==> src/rtl/multdiv_ctrl_pkg.sv <==
// Shared definitions for the multiply/divide sequencing controller:
// state encoding, exception codes and parameter defaults.
package multdiv_ctrl_pkg;

   localparam logic [1:0] ST_IDLE  = 2'd0;
   localparam logic [1:0] ST_START = 2'd1;
   localparam logic [1:0] ST_BUSY  = 2'd2;
   localparam logic [1:0] ST_DONE  = 2'd3;

   localparam logic [31:0] EXC_MUL = 32'd4;
   localparam logic [31:0] EXC_DIV = 32'd5;

   localparam int DEF_RSTATUS_REG = 30;
   localparam int DEF_TIMEOUT     = 40;

   typedef struct packed {
      logic        is_div;
      logic [4:0]  rd;
      logic [31:0] a;
      logic [31:0] b;
   } md_op_t;

   function automatic logic [31:0] exc_code(input logic is_div);
      return is_div ? EXC_DIV : EXC_MUL;
   endfunction

endpackage

==> src/rtl/multdiv_ctrl_timeout_counter.sv <==
// 6-bit cycle counter with synchronous clear, count enable and a
// terminal-count flag; saturates rather than wrapping.
module md_timeout_counter #(
   parameter logic [5:0] TC_VALUE = 6'd39
) (
   input  logic clock,
   input  logic reset,
   input  logic clear,
   input  logic enable,
   output logic tc
);

   logic [5:0] count_r;

   // count register: clear wins over enable, hold at all-ones
   always_ff @(posedge clock) begin
      if (reset) begin
         count_r <= 6'd0;
      end else if (clear) begin
         count_r <= 6'd0;
      end else if (enable && (count_r != 6'h3F)) begin
         count_r <= count_r + 6'd1;
      end else begin
         count_r <= count_r;
      end
   end

   // terminal-count decode
   always_comb begin
      tc = (count_r == TC_VALUE);
   end

endmodule

==> src/rtl/multdiv_ctrl.sv <==
// Execute-stage controller that hands one mul/div at a time to an external
// multiplier/divider, stalls the pipe while it runs and emits a writeback.
module multdiv_ctrl
   import multdiv_ctrl_pkg::*;
#(
   parameter int TIMEOUT     = DEF_TIMEOUT,
   parameter int RSTATUS_REG = DEF_RSTATUS_REG
) (
   input  logic        clock,
   input  logic        reset,
   input  logic        op_valid,
   input  logic        op_is_div,
   input  logic [31:0] op_a,
   input  logic [31:0] op_b,
   input  logic [4:0]  op_rd,
   input  logic        flush,
   output logic        md_ctrl_MULT,
   output logic        md_ctrl_DIV,
   output logic [31:0] md_operandA,
   output logic [31:0] md_operandB,
   input  logic [31:0] md_result,
   input  logic        md_exception,
   input  logic        md_resultRDY,
   output logic        stall,
   output logic        wb_valid,
   output logic [4:0]  wb_rd,
   output logic [31:0] wb_data,
   output logic        wb_exception
);

   // The flag fires during the BUSY cycle in which the count reaches TIMEOUT.
   localparam logic [5:0] TC_VALUE    = 6'(TIMEOUT - 1);
   localparam logic [4:0] RSTATUS_IDX = 5'(RSTATUS_REG);

   logic [1:0]  state_r;
   logic [1:0]  state_nxt_s;
   md_op_t      op_r;
   logic [31:0] res_r;
   logic        exc_r;

   logic        is_idle_s;
   logic        is_start_s;
   logic        is_busy_s;
   logic        is_done_s;
   logic        accept_s;
   logic        rdy_take_s;
   logic        tout_s;
   logic        cnt_tc_s;
   logic        wb_valid_s;

   // state decode and qualified events
   always_comb begin
      is_idle_s  = (state_r == ST_IDLE);
      is_start_s = (state_r == ST_START);
      is_busy_s  = (state_r == ST_BUSY);
      is_done_s  = (state_r == ST_DONE);
      accept_s   = is_idle_s & op_valid & ~flush & ~reset;
      rdy_take_s = is_busy_s & ~flush & md_resultRDY;
      tout_s     = is_busy_s & ~flush & ~md_resultRDY & cnt_tc_s;
   end

   md_timeout_counter #(
      .TC_VALUE (TC_VALUE)
   ) u_timeout (
      .clock  (clock),
      .reset  (reset),
      .clear  (is_start_s),
      .enable (is_busy_s),
      .tc     (cnt_tc_s)
   );

   // next-state logic; flush returns to IDLE from anywhere
   always_comb begin
      state_nxt_s = state_r;
      case (state_r)
         ST_IDLE: begin
            if (accept_s) begin
               state_nxt_s = ST_START;
            end else begin
               state_nxt_s = ST_IDLE;
            end
         end
         ST_START: state_nxt_s = ST_BUSY;
         ST_BUSY: begin
            if (md_resultRDY || cnt_tc_s) begin
               state_nxt_s = ST_DONE;
            end else begin
               state_nxt_s = ST_BUSY;
            end
         end
         ST_DONE: state_nxt_s = ST_IDLE;
         default: state_nxt_s = ST_IDLE;
      endcase
      if (flush) begin
         state_nxt_s = ST_IDLE;
      end else begin
         state_nxt_s = state_nxt_s;
      end
   end

   // state register
   always_ff @(posedge clock) begin
      if (reset) begin
         state_r <= ST_IDLE;
      end else begin
         state_r <= state_nxt_s;
      end
   end

   // operand latch and result/exception capture
   always_ff @(posedge clock) begin
      if (reset) begin
         op_r  <= '0;
         res_r <= 32'd0;
         exc_r <= 1'b0;
      end else if (accept_s) begin
         op_r  <= '{is_div: op_is_div, rd: op_rd, a: op_a, b: op_b};
         res_r <= 32'd0;
         exc_r <= 1'b0;
      end else if (rdy_take_s) begin
         res_r <= md_result;
         exc_r <= md_exception;
      end else if (tout_s) begin
         exc_r <= 1'b1;
      end else begin
         op_r  <= op_r;
         res_r <= res_r;
         exc_r <= exc_r;
      end
   end

   // outputs decoded from registered state; flush silences everything at once
   always_comb begin
      stall        = accept_s | ((is_start_s | is_busy_s) & ~flush);
      md_ctrl_MULT = is_start_s & ~flush & ~op_r.is_div;
      md_ctrl_DIV  = is_start_s & ~flush & op_r.is_div;
      md_operandA  = op_r.a;
      md_operandB  = op_r.b;
      wb_valid_s   = is_done_s & ~flush;
      wb_valid     = wb_valid_s;
      if (wb_valid_s) begin
         wb_exception = exc_r;
         wb_rd        = exc_r ? RSTATUS_IDX : op_r.rd;
         wb_data      = exc_r ? exc_code(op_r.is_div) : res_r;
      end else begin
         wb_exception = 1'b0;
         wb_rd        = 5'd0;
         wb_data      = 32'd0;
      end
   end

endmodule

==> config.mk <==
export PLATFORM = sky130hd
export DESIGN_NAME = multdiv_ctrl
export DESIGN_NICKNAME = d
export VERILOG_FILES = /design/src/rtl/multdiv_ctrl_pkg.sv /design/src/rtl/multdiv_ctrl_timeout_counter.sv /design/src/rtl/multdiv_ctrl.sv
export SDC_FILE = /design/constraint.sdc
export NUM_CORES = 1
export LEC_CHECK = 0
export CAP_MARGIN = 10
export CORE_UTILIZATION = 44
export CTS_CLUSTER_DIAMETER = 40
export DETAILED_ROUTE_END_ITERATION = 16
export PLACE_DENSITY = 0.85
export SKIP_LAST_GASP = 1
export SLEW_MARGIN = 0
export SYNTH_ARGS = -nofsm -noshare
export SYNTH_HDL_FRONTEND = slang
export SYNTH_SLANG_ARGS = --single-unit
==> constraint.sdc <==
create_clock -name clock -period 2.56 [get_ports clock]
set_input_delay 0.64 -clock clock [delete_from_list [all_inputs] [get_ports clock]]
set_output_delay 0.64 -clock clock [all_outputs]
set_load 0.01 [all_outputs]
==> impl_metrics.ini, run 1 <==
[sta]
setup-violations-final = 0
worst_pin_slew_ns = 0.7385
final.period_utilization_pct = 98.88
rsz0062_at_grt = true
setup_slack_ns = 0.02879
whs_ns = 0.4553
timing.final.hold_violations = 0
max_freq_mhz = 395.1
layout_skew_ns = 0.01131
slew_headroom_pct = 50.77
final-max-slew-violation-count = 0
min_period_ns = 2.531
fin_setup_tns_ns = 0

[logic_synthesis]
fraction_of_synthesized_cell_area_taken_by_the_top_area_cell_type_pct = 48.66
syn_inst = 472
ys_top_cells_by_area = dfxtp_1, a22o_1, buf_4
ys_seq_area_share_pct = 48.66
synthDominantAreaCellType = dfxtp_1
synth_flop_cell = dfxtp_1
post_synth_instance_area_sq_um = 4567
synth.avg_cell_area_sq_um = 9.676
postSynthRegisterBits = 111
async_s_r_ff_share_synth_pct = 0
synth_edf_count = 0
synth_nets = 585
yosys_warnings = 0
synth.distinct_cells = 35

[cts]
clkSinkCount = 111
clock_tree.htree_level_count = 3
cts_tree = built
number_of_clock_buffers_inserted_by_tritoncts = 9
cts_buffer_depth = 2
worst_setup_hold_path_clk_slew_ns = 0.10
post_cts_hold_buffers = 0
root_buffer = clkbuf_8
insertion_delay_ns = 0.35

[detailed_routing]
vias_per_cell = 5.024
first_pass_iters = 4
antenna_violating_nets_post_route = 0
via_count = 3803
avgRoutedWirePerCell_um = 15.34
violation_count_after_the_first_detailed_routing_iteration = 184
routed_wirelength_um = 11610
drc = 0

[floorplan]
floorplan.die_area_sq_um = 10790
rows = 36
die_h_um = 103.9
core_sq_um = 9910
io_pins = 214
initial_core_utilization_pct = 46.09
floorplan.die.width_um = 103.9

[global_routing]
grt.total_usage_pct = 21.52
grt_antenna_before_repair = 0
grt_remaining_overflow = 0
grt_pass1_wl_um = 18820
vias_in_the_first_global_route = 3793
grt_start_max_net_pins = 72

[critical_path]
reg2regPathDepth = 6
setup.worst_path.class = in -> out
cp_data_arrival_time_ns = 1.89
cp_slowest_stage_delay_ns = 0.27
worst-endpoint-required_ns = 1.92
crit_path_cell_trace = dlygate4sd2_1, nand2b_4, nor2_4, buf_6, buf_6, buf_4, and2_1, dlygate4sd2_1
crit_fanout = 6
sort_of_element_at_the_start_of_the_critical_path = input port
end_kind = output port
reg2reg_slack_ns = 0.77
slowest_stage = dlygate4sd2_1

[placed_design]
routabilityCongestion = 0.8500
preCtsSetupSlack_ns = -0.4108
hpwl_um = 8192
port_buffers = 213

[finish]
drive_gt1_share_pct = 7.853
multi_input_gate_area_in_the_final_layout_sq_um = 1650
num-nets-final = 732
most_common_cell_after_layout_fill_and_taps_aside = clkdlybuf4s50_1
antenna_cells = 0
register_area_sq_um = 2225
filler_cell_count = 805
most-common-layout-cells = clkdlybuf4s50_1, dfxtp_1, a22o_1, nand2_1, a21oi_1
area_growth_pct = 43.10

[run_status]
status = completed

[pwr]
vdd.ir_drop.worst_mv = 0.3035
power.density_cell_area_nw_per_um2 = 513.0
p_leak_uw = 0.002643

[hold_path]
hp-class = reg -> reg
hold_depth = 2

[job]
cap_viol_max_count = 0
[report_power, final]
part / switching [uW] / total [uW] / internal [uW]
Sequential: 34.4 / 1820 / 1780
Combinational: 153 / 440 / 287
Clock: 578 / 1090 / 516
[cell usage after synthesis (2+ instances only)]
library cell / n
dfxtp_1: 111
a22o_1: 70
nand2_1: 69
buf_4: 68
a21oi_1: 35
and2_1: 32
buf_2: 16
nor2_1: 16
buf_6: 8
clkbuf_1: 5
ha_1: 5
inv_1: 5
a31oi_1: 4
mux2i_1: 3
nand2b_1: 3
and3b_1: 2
o21bai_1: 2
[repair_timing]
item,4_1_cts,5_1_grt
gates cloned,3,0
buffers inserted,3,0
endpoints found under the setup margin,42,27
pin swaps,1,1
resized for setup,56,6
[state kept, by name, indices dropped and copies added (netlist names)]
register	flops
res_r	32
op_r	6
md_operandA	32
md_operandB	32
u_timeout.count_r	6
state_r	2
exc_r	1
[logic make-up after synthesis]
kind of cell | share of synthesized area (%)
mux | 0.6576
compound gates | 19.15
flops | 48.66
buf+inv | 15.73
fa+ha+maj | 1.370
simple gates | 14.44
[layer usage]
metal / vias to the layer above / wire (um) / GRT usage [%]
met5: - / 0 / 0
met4: 0 / 282 / 8.776
met3: 18 / 946 / 5.764
met2: 180 / 5582 / 36.48
met1: 1763 / 4799 / 25.77
li1: 1842 / - / -
[stage by stage]
stage	cells	power [uW]	area, sq um	util (%)
floorplan	472	2070	4567	-
global placement	734	2285	6267	63.24
detailed placement	734	2295	6267	63.24
CTS	756	3391	6513	65.72
global route	757	3505	6535	65.95
finish	757	3353	6535	65.95
[layout make-up]
type	instances	share of cell area, %
timing repair buffer	233	34.56
sequential	111	34.04
multi-input combinational	259	25.25
tap	133	2.546
clock buffer	11	2.317
clock inverter	5	0.9956
inverter	5	0.2872
[worst max-delay path: cells and delay by family]
family                 cells  cell delay [ns]
and+or+nand+nor            3             0.41
buffers and inverters      5             0.85
[worst paths after layout]
kind / start / endpoint
setup reg to reg: state_r[1]$_SDFF_PP0_ / md_operandB[0]$_SDFFE_PP0P_
hold / removal: res_r[4]$_SDFFE_PP0P_ / res_r[4]$_SDFFE_PP0P_
setup / recovery: flush / wb_data[15]
hold reg to reg: res_r[4]$_SDFFE_PP0P_ / res_r[4]$_SDFFE_PP0P_
Note: power is estimated with default switching activity, not from simulation.
==> run 2, diff against run 1 <==
- RECOVER_POWER: default -> 100
==> impl_metrics.ini, run 2 (same netlist as run 1, synthesis figures left out) <==
[detailed_routing]
antenna_violating_nets_post_route = 0
drc = 0
avgRoutedWirePerCell_um = 15.36
routed_wirelength_um = 11630
via_count = 3812
vias_per_cell = 5.036
first_pass_iters = 4
violation_count_after_the_first_detailed_routing_iteration = 182

[sta]
final-max-slew-violation-count = 0
whs_ns = 0.4551
max_freq_mhz = 395.0
setup-violations-final = 0
final.period_utilization_pct = 98.89
worst_pin_slew_ns = 0.8047
min_period_ns = 2.532
slew_headroom_pct = 46.24
layout_skew_ns = 0.01071
timing.final.hold_violations = 0
rsz0062_at_grt = true

[critical_path]
setup.worst_path.class = in -> out
r2r_start = state_r[1]$_SDFF_PP0_
r2r-end = res_r[29]$_SDFFE_PP0P_
cp_data_arrival_time_ns = 1.89
worst-endpoint-required_ns = 1.92
crit_path_end = wb_data[15]
reg2reg_slack_ns = 0.58
end_kind = output port
critPathLaunch = flush
sort_of_element_at_the_start_of_the_critical_path = input port
crit_fanout = 6
reg2regPathDepth = 7

[hold_path]
hp-class = reg -> reg
hold_path_startpoint = res_r[4]$_SDFFE_PP0P_

[run_status]
status = completed

[cts]
post_cts_hold_buffers = 0
insertion_delay_ns = 0.35
cts_buffer_depth = 2
clkSinkCount = 111
worst_setup_hold_path_clk_slew_ns = 0.10
cts_tree = built
root_buffer = clkbuf_8
number_of_clock_buffers_inserted_by_tritoncts = 9
clock_tree.htree_level_count = 3

[finish]
final-instance-count-excl-fill = 757
multi_input_gate_area_in_the_final_layout_sq_um = 1638
fin_area_sq_um = 6497
most-common-layout-cells = dfxtp_1, clkdlybuf4s50_1, a22o_1, nand2_1, dlygate4sd3_1
antenna_cells = 0
filler_cell_count = 812
register_area_sq_um = 2225
num-nets-final = 732
area_growth_pct = 42.27
most_common_cell_after_layout_fill_and_taps_aside = dfxtp_1
drive_gt1_share_pct = 7.051
postLayoutCoreUtil_pct = 65.57

[floorplan]
floorplan.die.width_um = 103.9
initial_core_utilization_pct = 46.09
io_pins = 214
die_h_um = 103.9
core_sq_um = 9910
floorplan.die_area_sq_um = 10790
rows = 36

[placed_design]
port_buffers = 213
hpwl_um = 8192
routabilityCongestion = 0.8500
placedInstanceArea_sq_um = 6267
place.detailed.instances = 734

[pwr]
vdd.ir_drop.worst_mv = 0.3023
power.density_cell_area_nw_per_um2 = 512.7
p_leak_uw = 0.002786
design_power_total_uw = 3331

[global_routing]
grt_antenna_before_repair = 0
grt.total_usage_pct = 21.52
grt_start_max_net_pins = 72
grt_pass1_wl_um = 18820
grt_remaining_overflow = 0
vias_in_the_first_global_route = 3793

[job]
cap_viol_max_count = 0
==> run 2: area by class of cell <==
class	instances	share of cell area, %
Sequential cell	111	34.24
Clock inverter	5	1.001
Timing Repair Buffer	233	34.37
Inverter	5	0.2889
Tap cell	133	2.561
Multi-Input combinational cell	259	25.21
Clock buffer	11	2.330
==> run 2: report_power, final <==
group	internal [uW]	switching (uW)	leakage [uW]
registers	1780	32.0	0.000903
clock network	516	580	0.000110
logic	266	153	0.00177
==> run 2: worst min-delay path by stage <==
stage / endpoint / slack (ns) / cells after the start
finish: res_r[4]$_SDFFE_PP0P_ / 0.46 / 2
global route: res_r[13]$_SDFFE_PP0P_ / 0.48 / 2
CTS: res_r[5]$_SDFFE_PP0P_ / 0.46 / 2
detailed placement: res_r[5]$_SDFFE_PP0P_ / 0.44 / 2
global placement: res_r[8]$_SDFFE_PP0P_ / 0.44 / 2
floorplan: res_r[10]$_SDFFE_PP0P_ / 0.43 / 2
==> run 2: through the flow <==
| step | TNS (ns) | setup slack [ns] |
|---|---|---|
| 5_1_grt | -0.03818 | -0.01529 |
| 3_3_place_gp | -12.94 | -0.3817 |
| 6_report | 0 | 0.02832 |
| 2_1_floorplan | 0 | 0.3958 |
| 3_5_place_dp | -15.02 | -0.4108 |
| 4_1_cts | 0 | 0.003540 |
==> run 2: critical path, stage by stage <==
cell and delay (ns):
dlygate4sd2_1 0.25, nand2b_4 0.15, nor2_4 0.14, buf_6 0.12, buf_6 0.10, buf_4 0.11
and2_1 0.12, dlygate4sd2_1 0.27
==> run 2: layer usage <==
metal / part of all wire, % / wire, um / vias up / track usage [%]
met5: 0 / 0 / - / 0
met1: 41 / 4796 / 1765 / 25.77
met4: 2.4 / 282 / 0 / 8.776
met3: 8.3 / 962 / 18 / 5.764
met2: 48 / 5583 / 187 / 36.48
li1: - / - / 1842 / -
==> run 2: timing repair <==
action,CTS,global route
setup buffers,3,0
cloned,3,0
pin swaps,1,1
endpoints found under the setup margin,42,27
resized for setup,56,6
==> run 3, diff against run 2 <==
- SYNTH_HIERARCHICAL: default -> 1
==> impl_metrics.ini, run 3 <==
[run_status]
status = finished with violations
violated_checks = setup timing

[global_routing]
grt_start_max_net_pins = 71
met2_track_utilization_from_global_routing_pct = 37.38
grt_remaining_overflow = 0
use_met3_pct = 5.702
vias_in_the_first_global_route = 3808
grt.total_usage_pct = 21.25
grt_antenna_before_repair = 0
grt.busiest_layer = met2
grt_pass1_wl_um = 18660
met1_usage_pct = 24.76

[floorplan]
rows = 36
io_pins = 214
floorplan.die.width_um = 104.0
initial_core_utilization_pct = 46.03
die_h_um = 104.0
core_sq_um = 9955
floorplan.die_area_sq_um = 10830

[critical_path]
setup.worst_path.class = in -> out
end_kind = output port
sort_of_element_at_the_start_of_the_critical_path = input port
worst-endpoint-required_ns = 1.92
reg2regPathDepth = 6
cp_data_arrival_time_ns = 2.14
crit_fanout = 16

[pwr]
comb_power_share_pct = 12.9
power_switching_uw = 808.7
p_leak_uw = 0.002938
switching_share_pct = 24.76
vdd.ir_drop.worst_mv = 0.3655
sequentialPowerShare_pct = 55.6
power_frac_clock_pct = 31.5
design_power_total_uw = 3267
cell_internal_pwr_uw = 2458
power.density_cell_area_nw_per_um2 = 501.1

[cts]
cts_buffer_depth = 2
clock_tree.htree_level_count = 3
insertion_delay_ns = 0.36
clkSinkCount = 111
cts_tree = built
worst_setup_hold_path_clk_slew_ns = 0.10
number_of_clock_buffers_inserted_by_tritoncts = 9
root_buffer = clkbuf_8

[sta]
setup_slack_ns = -0.2199
fin_setup_tns_ns = -0.3224
max_freq_mhz = 359.7
layout_skew_ns = 0.01081
worst_pin_slew_ns = 0.7679
timing.final.hold_violations = 0
slew_headroom_pct = 48.80
setup-violations-final = 10
min_period_ns = 2.780
whs_ns = 0.4573
final-max-slew-violation-count = 0
final.period_utilization_pct = 108.6
rsz0062_at_grt = true

[logic_synthesis]
yosys.cell_count.top_type = dfxtp_1
fraction_of_synthesized_cell_area_taken_by_the_top_area_cell_type_pct = 48.50
synth.distinct_cells = 39
async_s_r_ff_share_synth_pct = 0
synth_flop_cell = dfxtp_1
syn_inst = 469
ys_seq_area_share_pct = 48.50
most_numerous_cell_types_in_the_synthesized_netlist = dfxtp_1, a22o_1, nand2_1
post_synth_instance_area_sq_um = 4582
synth_edf_count = 0
ys_top_cells_by_area = dfxtp_1, a22o_1, buf_4
synthDominantAreaCellType = dfxtp_1
yosys_warnings = 6
postSynthRegisterBits = 111
synth_nets = 582
synth.avg_cell_area_sq_um = 9.769

[placed_design]
routabilityCongestion = 0.8359
hpwl_um = 8299
port_buffers = 213
preCtsSetupSlack_ns = -0.2657

[hold_path]
hold_depth = 2
hp-class = reg -> reg

[finish]
most_common_cell_after_layout_fill_and_taps_aside = dfxtp_1
drive_gt1_share_pct = 6.947
num-nets-final = 727
filler_cell_count = 783
antenna_cells = 0
most-common-layout-cells = dfxtp_1, clkdlybuf4s50_1, a22o_1, nand2_1, dlygate4sd3_1
area_growth_pct = 42.27

[detailed_routing]
drc = 0
first_pass_iters = 6
avgRoutedWirePerCell_um = 15.43
routed_wirelength_um = 11600
violation_count_after_the_first_detailed_routing_iteration = 131
via_count = 3796
vias_per_cell = 5.048
antenna_violating_nets_post_route = 0

[job]
cap_viol_max_count = 0
## run 3: power by group through the flow
stage	Sequential [uW]	Clock (uW)	Combinational, uW
global route	1820	1140	451
detailed placement	1860	0	450
CTS	1820	1070	451
floorplan	1850	0	221
global placement	1850	0	439
finish	1820	1030	422
## run 3: path summary, 6_finish.rpt
path | startpoint | to | slack (ns)
worst min register to register | res_r[17]$_SDFFE_PP0P_ | res_r[17]$_SDFFE_PP0P_ | 0.46
worst max register to register | state_r[0]$_SDFF_PP0_ | md_operandB[6]$_SDFFE_PP0P_ | 0.55
worst max-delay path | flush | wb_data[11] | -0.22
worst min-delay path | res_r[17]$_SDFFE_PP0P_ | res_r[17]$_SDFFE_PP0P_ | 0.46
## run 3: kinds of logic after synthesis
kind of cell    share of synthesized area, %
simple gates                           14.77
compound gates                         19.28
flops                                  48.50
buf+inv                                15.43
fa+ha+maj                              1.365
mux                                   0.6554
## run 3: through the flow
| step | util (%) | area, sq um | cells |
|---|---|---|---|
| after floorplan | - | 4582 | 469 |
| after global placement | 63.52 | 6324 | 733 |
| after detailed placement | 63.52 | 6324 | 733 |
| after CTS | 65.20 | 6490 | 749 |
| after global routing | 65.49 | 6519 | 752 |
| final | 65.49 | 6519 | 752 |
## run 3: metal layers
| layer | vias to the layer above | routed length [um] | part of all wire, % |
|---|---|---|---|
| li1 | 1834 | - | - |
| met1 | 1775 | 4670 | 40 |
| met2 | 170 | 5851 | 50 |
| met3 | 17 | 846 | 7.3 |
| met4 | 0 | 231 | 2.0 |
| met5 | - | 0 | 0 |
## run 3: repair_timing
item	4_1_cts	5_1_grt
cloned	0	1
setup buffers	0	2
gates resized for setup	27	36
setup endpoints to repair	42	31
hold buffers	0	0
pin swaps	0	0
## run 3: critical path: stages
cell             delay [ns]
clkdlybuf4s50_1        0.42
nand2b_4               0.16
nor2_4                 0.11
buf_12                 0.14
and2_1                 0.13
clkdlybuf4s50_1        0.53
## run 3: area by class of cell
cell class              instances  area [sq um]  share of cell area [%]
well taps                     133         166.4                   2.553
clock buffers                  10         137.6                   2.111
flip-flops and latches        111          2222                   34.09
multi-input cells             259          1639                   25.14
clock inverters                 6         62.56                  0.9597
inverters                       5         18.77                  0.2879
repair buffers                228          2272                   34.86
